--- src/rtl/ram_rw_pkg.sv ---
// Shared types and constants for the writable 4x4 lookup RAM.
// The reset image matches the read-only lookup table, so contents agree until the first write.
package ram_rw_pkg;

  localparam int DEF_ADDR_WIDTH = 2;
  localparam int DEF_DATA_WIDTH = 4;

  typedef enum logic [1:0] {
    OP_READ  = 2'b00,
    OP_WRITE = 2'b01,
    OP_DUMP  = 2'b10,
    OP_CLEAR = 2'b11
  } op_t;

  typedef enum logic [1:0] {
    S_IDLE  = 2'd0,
    S_DUMP  = 2'd1,
    S_CLEAR = 2'd2
  } state_t;

  localparam logic [3:0] RESET_IMAGE [4] = '{4'h4, 4'hC, 4'h6, 4'h7};

  // Entries beyond the fixed image reset to zero when the RAM is built deeper.
  function automatic logic [31:0] reset_word(input int idx);
    if (idx >= 0 && idx < 4) begin
      return 32'(RESET_IMAGE[idx]);
    end
    return 32'd0;
  endfunction

endpackage

--- src/rtl/ram_rw_ctrl_array.sv ---
// Register-file storage: one synchronous write port, one combinational read port.
// Every word returns to its reset-image value whenever reset_n is asserted.
module ram_rw_array
  import ram_rw_pkg::*;
#(
  parameter int ADDR_WIDTH = DEF_ADDR_WIDTH,
  parameter int DATA_WIDTH = DEF_DATA_WIDTH
) (
  input  logic                  clock,
  input  logic                  reset_n,
  input  logic                  we,
  input  logic [ADDR_WIDTH-1:0] waddr,
  input  logic [DATA_WIDTH-1:0] wdata,
  input  logic [ADDR_WIDTH-1:0] raddr,
  output logic [DATA_WIDTH-1:0] rdata
);

  localparam int DEPTH = 2 ** ADDR_WIDTH;

  logic [DATA_WIDTH-1:0] mem [DEPTH];

  generate
    for (genvar gi = 0; gi < DEPTH; gi++) begin : g_word
      localparam logic [31:0] INIT_WORD = reset_word(gi);
      logic [DATA_WIDTH-1:0] word_reg;

      always_ff @(posedge clock or negedge reset_n) begin
        if (!reset_n) begin
          word_reg <= INIT_WORD[DATA_WIDTH-1:0];
        end else if (we && (waddr == ADDR_WIDTH'(gi))) begin
          word_reg <= wdata;
        end
      end

      assign mem[gi] = word_reg;
    end
  endgenerate

  assign rdata = mem[raddr];

endmodule

--- src/rtl/ram_rw_ctrl.sv ---
// Request-port controller for the writable lookup RAM: single READ/WRITE,
// sequential DUMP of every word onto the response stream, and sequential CLEAR.
module ram_rw_ctrl
  import ram_rw_pkg::*;
#(
  parameter int ADDR_WIDTH = DEF_ADDR_WIDTH,
  parameter int DATA_WIDTH = DEF_DATA_WIDTH
) (
  input  logic                  clock,
  input  logic                  reset_n,
  input  logic                  req_valid,
  output logic                  req_ready,
  input  logic [1:0]            req_op,
  input  logic [ADDR_WIDTH-1:0] req_addr,
  input  logic [DATA_WIDTH-1:0] req_wdata,
  output logic                  rsp_valid,
  output logic [ADDR_WIDTH-1:0] rsp_addr,
  output logic [DATA_WIDTH-1:0] rsp_data,
  output logic                  busy
);

  localparam logic [ADDR_WIDTH-1:0] LAST_ADDR = '1;

  state_t                state_reg, state_next;
  logic [ADDR_WIDTH-1:0] cnt_reg, cnt_next;
  logic                  rsp_valid_reg;
  logic [ADDR_WIDTH-1:0] rsp_addr_reg;
  logic [DATA_WIDTH-1:0] rsp_data_reg;

  logic                  rsp_load;
  logic                  we;
  logic [ADDR_WIDTH-1:0] waddr;
  logic [DATA_WIDTH-1:0] wdata;
  logic [ADDR_WIDTH-1:0] raddr;
  logic [DATA_WIDTH-1:0] rdata;

  ram_rw_array #(
    .ADDR_WIDTH(ADDR_WIDTH),
    .DATA_WIDTH(DATA_WIDTH)
  ) u_array (
    .clock  (clock),
    .reset_n(reset_n),
    .we     (we),
    .waddr  (waddr),
    .wdata  (wdata),
    .raddr  (raddr),
    .rdata  (rdata)
  );

  // The single read port serves both READ (req_addr) and DUMP (word 0, then cnt).
  always_comb begin
    state_next = state_reg;
    cnt_next   = cnt_reg;
    rsp_load   = 1'b0;
    we         = 1'b0;
    waddr      = req_addr;
    wdata      = req_wdata;
    raddr      = req_addr;
    case (state_reg)
      S_IDLE: begin
        if (req_valid) begin
          case (op_t'(req_op))
            OP_READ:  rsp_load = 1'b1;
            OP_WRITE: we = 1'b1;
            OP_DUMP: begin
              raddr      = '0;
              rsp_load   = 1'b1;
              cnt_next   = ADDR_WIDTH'(1);
              state_next = S_DUMP;
            end
            OP_CLEAR: begin
              we         = 1'b1;
              waddr      = '0;
              wdata      = '0;
              cnt_next   = ADDR_WIDTH'(1);
              state_next = S_CLEAR;
            end
            default: ;
          endcase
        end
      end
      S_DUMP: begin
        raddr    = cnt_reg;
        rsp_load = 1'b1;
        cnt_next = cnt_reg + ADDR_WIDTH'(1);
        if (cnt_reg == LAST_ADDR) state_next = S_IDLE;
      end
      S_CLEAR: begin
        we       = 1'b1;
        waddr    = cnt_reg;
        wdata    = '0;
        cnt_next = cnt_reg + ADDR_WIDTH'(1);
        if (cnt_reg == LAST_ADDR) state_next = S_IDLE;
      end
      default: state_next = S_IDLE;
    endcase
  end

  always_ff @(posedge clock or negedge reset_n) begin
    if (!reset_n) begin
      state_reg     <= S_IDLE;
      cnt_reg       <= '0;
      rsp_valid_reg <= 1'b0;
      rsp_addr_reg  <= '0;
      rsp_data_reg  <= '0;
    end else begin
      state_reg     <= state_next;
      cnt_reg       <= cnt_next;
      rsp_valid_reg <= rsp_load;
      if (rsp_load) begin
        rsp_addr_reg <= raddr;
        rsp_data_reg <= rdata;
      end
    end
  end

  assign req_ready = (state_reg == S_IDLE);
  assign busy      = ~req_ready;
  assign rsp_valid = rsp_valid_reg;
  assign rsp_addr  = rsp_addr_reg;
  assign rsp_data  = rsp_data_reg;

endmodule

--- config.mk ---
export PLATFORM = sky130hd
export DESIGN_NAME = ram_rw_ctrl
export DESIGN_NICKNAME = d
export VERILOG_FILES = /design/src/rtl/ram_rw_pkg.sv /design/src/rtl/ram_rw_ctrl_array.sv /design/src/rtl/ram_rw_ctrl.sv
export SDC_FILE = /design/constraint.sdc
export NUM_CORES = 1
export LEC_CHECK = 0
export ABC_CLOCK_PERIOD_IN_PS = 5650
export CAP_MARGIN = 20
export CORE_MARGIN = 2
export CORE_UTILIZATION = 50
export CTS_CLUSTER_DIAMETER = 120
export CTS_CLUSTER_SIZE = 14
export DETAILED_ROUTE_END_ITERATION = 16
export DONT_BUFFER_PORTS = 1
export HOLD_SLACK_MARGIN = 0.05
export REMOVE_ABC_BUFFERS = 1
export SETUP_SLACK_MARGIN = 0.1
export SKIP_CTS_REPAIR_TIMING = 1
export SYNTH_ARGS = -nofsm -noshare
export SYNTH_HDL_FRONTEND = slang
export SYNTH_HIERARCHICAL = 1
export SYNTH_SLANG_ARGS = --single-unit
--- constraint.sdc ---
create_clock -name clock -period 5.65 [get_ports clock]
set_clock_uncertainty 0.05 [all_clocks]
set_input_delay 1.4125 -clock clock [delete_from_list [all_inputs] [get_ports clock]]
set_output_delay 1.4125 -clock clock [all_outputs]
set_load 0.02 [all_outputs]
==> impl_metrics.tcl, run 1 <==
set metrics [dict create \
    yosys-top-cells-count "mux2_2, dfrtp_1, dfstp_2" \
    synth-seq-cells 27 \
    worst_ep_arrival_time_ps 1580 \
    syn_area_per_cell_sq_um 14.2 \
    rsz0062_at_grt "no" \
    setup_viol 0 \
    hold_path.class "reg -> reg" \
    cp-start-kind "register" \
    via_per_inst 6.05 \
    relSlewSlack 0.604 \
    die_w_microns 56.2 \
    synth-seq-area-share 0.503 \
    endpoint_kind "primary output" \
    ant_nets 0 \
    hold_viol 0 \
    min_period_ps 3040 \
    async_flop_share 1.00 \
    synth_most_common_cell "mux2_2" \
    area_growth_pct 3.86 \
    antenna_found_initial 0 \
    synth_top_area_share 0.349 \
    ctsHtreeMaxLevel 1 \
    synthAdderAreaFrac 0.0367 \
    clock-sinks 27 \
    power_leakage_nw 0.599 \
    synth_top_family_by_area "multiplexers" \
    wire_per_inst_microns 19.5 \
    grt.overflow.total 0 \
    synth_xor_area_frac 0.00643 \
    synth_edf_count 0 \
    synth_cells 96 \
    yosysTopAreaCell "dfrtp_1" \
    ios 20 \
    slowest_delay_ps 470 \
    clock_latency_ps 320 \
    dr.pass1.iters 4 \
    routed-via-count 781 \
    yosys.area_share.simple 0.0937 \
    period_share 0.538 \
    p_per_area_mw_per_mm2 532 \
    io_buffers 0 \
    outcome "complete, no violations" \
    cts_root_buffer "clkbuf_4" \
    ys_types 28 \
    drc 0 \
    largest_register_ffs 16 \
    gp_congestion 0.799 \
    cts_buffer_depth 2 \
    core_sq_mm 0.00252 \
    fmax_mhz 329 \
    place_ws_ps 2450 \
    numCtsBuffers 3 \
    drv_slew 0 \
    die_h_microns 56.2 \
    drv_cap 0 \
    cts_tree "built" \
    required_ps 4190 \
    crit_fanout 11 \
    tightest_slew_ps 592 \
    synth_mux_area_frac 0.258 \
    fin_tns_setup_ps 0 \
    start_util 0.540 \
    cp_common_cell "inv_1" \
    drive_gt1_frac 0.414 \
    grt_pass1_wl_microns 4390 \
    worstSetupPathType "reg -> out" \
    routed_wl_microns 2510 \
    dp_hpwl_microns 1910 \
    n_antenna_cell 0 \
    grt_max_degree 28 \
    synthTopCellsByArea "dfrtp_1, mux2_2, dfstp_2, mux4_2, ha_1" \
    synthFlopType "dfrtp_1" \
    dieArea_sq_mm 0.00316 \
    nNetsFinal 115 \
    path_cells "inv_1 > ha_1 > inv_1" \
    fin_ws_ps 2610 \
    synth-compound-area-share 0.0826 \
    ys_warn_count 6 \
    peakVddDrop_mv 0.304 \
    num_rows 18 \
    path_clk_slew_ps 140 \
    synth_area_sq_mm 0.00136 \
    grt_usage 0.181 \
    fin_util 0.561 \
    grt_pass1_vias 836 \
    drt_first_iter_violations 20 \
    crit_slowest_cell "ha_1" \
]
[through the flow]
stage	std cells	instance area (sq um)	total power [mW]	hold slack, ps
final	129	1420	0.752	471
after global routing	129	1420	0.809	494
after CTS	129	1420	0.758	471
after detailed placement	125	1390	0.679	440
after global placement	125	1390	0.666	432
after floorplan	95	1350	0.615	420
[routing by layer]
metal | wire length, microns | global-route usage
met3 | 119 | 0.0651
met1 | 1150 | 0.252
met4 | 17 | 0.0306
met5 | 0 | 0
met2 | 1230 | 0.276
[cells by family after synthesis]
group,count (synthesis)
adder cells (fa/ha/maj),4
AO/OA/AOI/OAI,13
multiplexers,27
XOR/XNOR,1
AND/OR/NAND/NOR,19
buffers and inverters,5
flip-flops,27
[final timing paths]
path                                                           start                                         to  cells after the start  slack, ps
setup reg to reg                            state_reg[0]$_DFFE_PN0P_  u_array/g_word[1].word_reg[0]$_DFFE_PN0P_                      7       2690
hold reg to reg            u_array/g_word[2].word_reg[0]$_DFFE_PN0P_  u_array/g_word[2].word_reg[0]$_DFFE_PN0P_                      1        470
hold / removal             u_array/g_word[2].word_reg[0]$_DFFE_PN0P_  u_array/g_word[2].word_reg[0]$_DFFE_PN0P_                      1        470
setup / recovery                            state_reg[0]$_DFFE_PN0P_                                       busy                      3       2610
min in group asynchronous                                    reset_n                   state_reg[0]$_DFFE_PN0P_                      0        710
max in group asynchronous                                    reset_n  u_array/g_word[3].word_reg[1]$_DFFE_PN1P_                      0       4650
[power breakdown]
group | switching, mW | internal [mW]
combinational | 0.124 | 0.160
clock | 0.0532 | 0.0276
sequential | 0.0851 | 0.303
[critical path, delay by kind of cell, from the launching register on]
kind | cells | cell delay, ps
buf+inv | 2 | 360
fa+ha+maj | 1 | 470
flops | 1 | 430
[cells in the final DEF, fill, tap and decap left out, types with 4 or more instances in the layout]
cell type and instances:
and2_1 4, dfstp_2 8, dfrtp_1 19, inv_1 4, mux2_2 22, ha_1 4
[layout make-up]
class | count | area, sq um
Inverter | 4 | 15.0
Fill cell | 209 | 1110
Clock buffer | 4 | 26.3
Tap cell | 30 | 37.5
Multi-Input combinational cell | 64 | 651
Sequential cell | 27 | 686
(Power assumes the default switching activity.)
==> inputs of run 2 (changes only) <==
ABC_CLOCK_PERIOD_IN_PS = 2750   (was 5650)
PLACE_DENSITY = 0.68   (was unset)
clock period = 2.75 ns   (was 5.65 ns; I/O delays follow)
==> impl_metrics.tcl, run 2 (synthesis gave the netlist of run 1 again) <==
set metrics [dict create \
    final_common_cell "mux2_2" \
    routed-via-count 798 \
    n_antenna_cell 0 \
    period_share 0.869 \
    rsz0062_at_grt "no" \
    io_buffers 0 \
    drv_slew 0 \
    grt_max_degree 28 \
    cp-start-kind "register" \
    seqCellArea_sq_um 686 \
    p_per_area_mw_per_mm2 1090 \
    cts_buffer_depth 2 \
    path_cells "inv_1 > ha_2 > nand2b_1 > a32o_1 > mux4_1 > mux2_2" \
    grt.overflow.total 0 \
    fin_util 0.572 \
    area_growth_pct 5.97 \
    via_per_inst 6.05 \
    drv_cap 0 \
    gp_congestion 0.903 \
    start_util 0.540 \
    die_w_microns 56.2 \
    cp_num_buf_inv 1 \
    core_sq_mm 0.00252 \
    worst_ep_arrival_time_ps 2560 \
    wire_per_inst_microns 18.3 \
    dp_hpwl_microns 1740 \
    nFillCells 204 \
    routed_wl_microns 2420 \
    hold_path.class "in -> async" \
    drt_first_iter_violations 6 \
    path_clk_slew_ps 140 \
    ios 20 \
    whs_ps 130 \
    slowest_delay_ps 620 \
    fmax_mhz 418 \
    nNetsFinal 118 \
    grt_pass1_wl_microns 4140 \
    ant_nets 0 \
    final_cell_mix "mux2_2, dfrtp_1, dfstp_2, inv_1, and2_1" \
    clock_latency_ps 320 \
    numCtsBuffers 3 \
    cp_top_family "multiplexers" \
    clock-sinks 27 \
    power_leakage_nw 0.614 \
    drc 0 \
    dr.pass1.iters 4 \
    multi_input_area_sq_um 653 \
    crit_slowest_cell "mux4_1" \
    peakVddDrop_mv 0.665 \
    endpoint_kind "register" \
    fin_tns_setup_ps 0 \
    outcome "complete, no violations" \
    hold_viol 0 \
    setup_viol 0 \
    largest_register_ffs 16 \
    dieArea_sq_mm 0.00316 \
    min_period_ps 2390 \
    antenna_found_initial 0 \
    required_ps 2920 \
    grt_usage 0.170 \
    cts_tree "built" \
    num_rows 18 \
    ctsHtreeMaxLevel 1 \
    tightest_slew_ps 837 \
    relSlewSlack 0.440 \
    grt_pass1_vias 842 \
    die_h_microns 56.2 \
    cts_root_buffer "clkbuf_4" \
    crit_fanout 11 \
    drive_gt1_frac 0.441 \
    worstSetupPathType "reg -> reg" \
]
-- run 2: changes by cell type in the layout (fill, tap and decap cells not counted) --
cell,before,now
buf_4,0,2
clkbuf_1,1,0
clkinv_2,0,1
dlygate4sd3_1,0,1
ha_1,4,3
ha_2,0,1
-- run 2: power breakdown --
| group | internal [mW] | switching, mW | total [mW] |
|---|---|---|---|
| clock network | 0.0545 | 0.115 | 0.169 |
| registers | 0.622 | 0.170 | 0.791 |
| logic | 0.347 | 0.259 | 0.606 |
| total | 1.02 | 0.543 | 1.57 |
-- run 2: area by class of cell --
cell class,count,area share
clock buffer,3,0.0156
sequential,27,0.475
clock inverter,1,0.00347
inverter,4,0.0104
tap,30,0.0260
timing repair buffer,3,0.0173
multi-input combinational,64,0.452
-- run 2: worst paths after layout --
kind                            slack, ps                                        end                                 startpoint  cells after the start
worst max-delay path                  360                    rsp_data[0]$_DFFE_PN0P_                   state_reg[0]$_DFFE_PN0P_                      6
worst min-delay path                  130  u_array/g_word[0].word_reg[2]$_DFFE_PN1P_                                    reset_n                      0
worst max register to register        360                    rsp_data[0]$_DFFE_PN0P_                   state_reg[0]$_DFFE_PN0P_                      6
worst min register to register        470  u_array/g_word[1].word_reg[1]$_DFFE_PN0P_  u_array/g_word[1].word_reg[1]$_DFFE_PN0P_                      1
max in group asynchronous            1290                     cnt_reg[0]$_DFFE_PN0P_                                    reset_n                      1
min in group clock                    470                        rsp_valid$_DFF_PN0_                                  req_valid                      2
-- run 2: worst register-to-register path: cells and delay by family (launching register included) --
kind	cells	cell delay [ps]
mux	2	900
flops	1	430
compound gates	1	390
fa+ha+maj	1	290
simple gates	1	150
buf+inv	1	90
-- run 2: per-stage QoR --
| stage | total power, mW | cells | setup slack [ps] | cell area, sq um |
|---|---|---|---|---|
| floorplan | 1.26 | 95 | 377 | 1350 |
| global placement | 1.38 | 127 | 318 | 1400 |
| detailed placement | 1.40 | 127 | 285 | 1400 |
| CTS | 1.57 | 131 | 261 | 1430 |
| global route | 1.68 | 132 | 232 | 1440 |
| finish | 1.57 | 132 | 360 | 1440 |
-- run 2: metal layers --
metal / global-route usage / wire length, microns
met1: 0.242 / 1190
met2: 0.259 / 1140
met3: 0.0372 / 63
met4: 0.0510 / 19
met5: 0 / 0
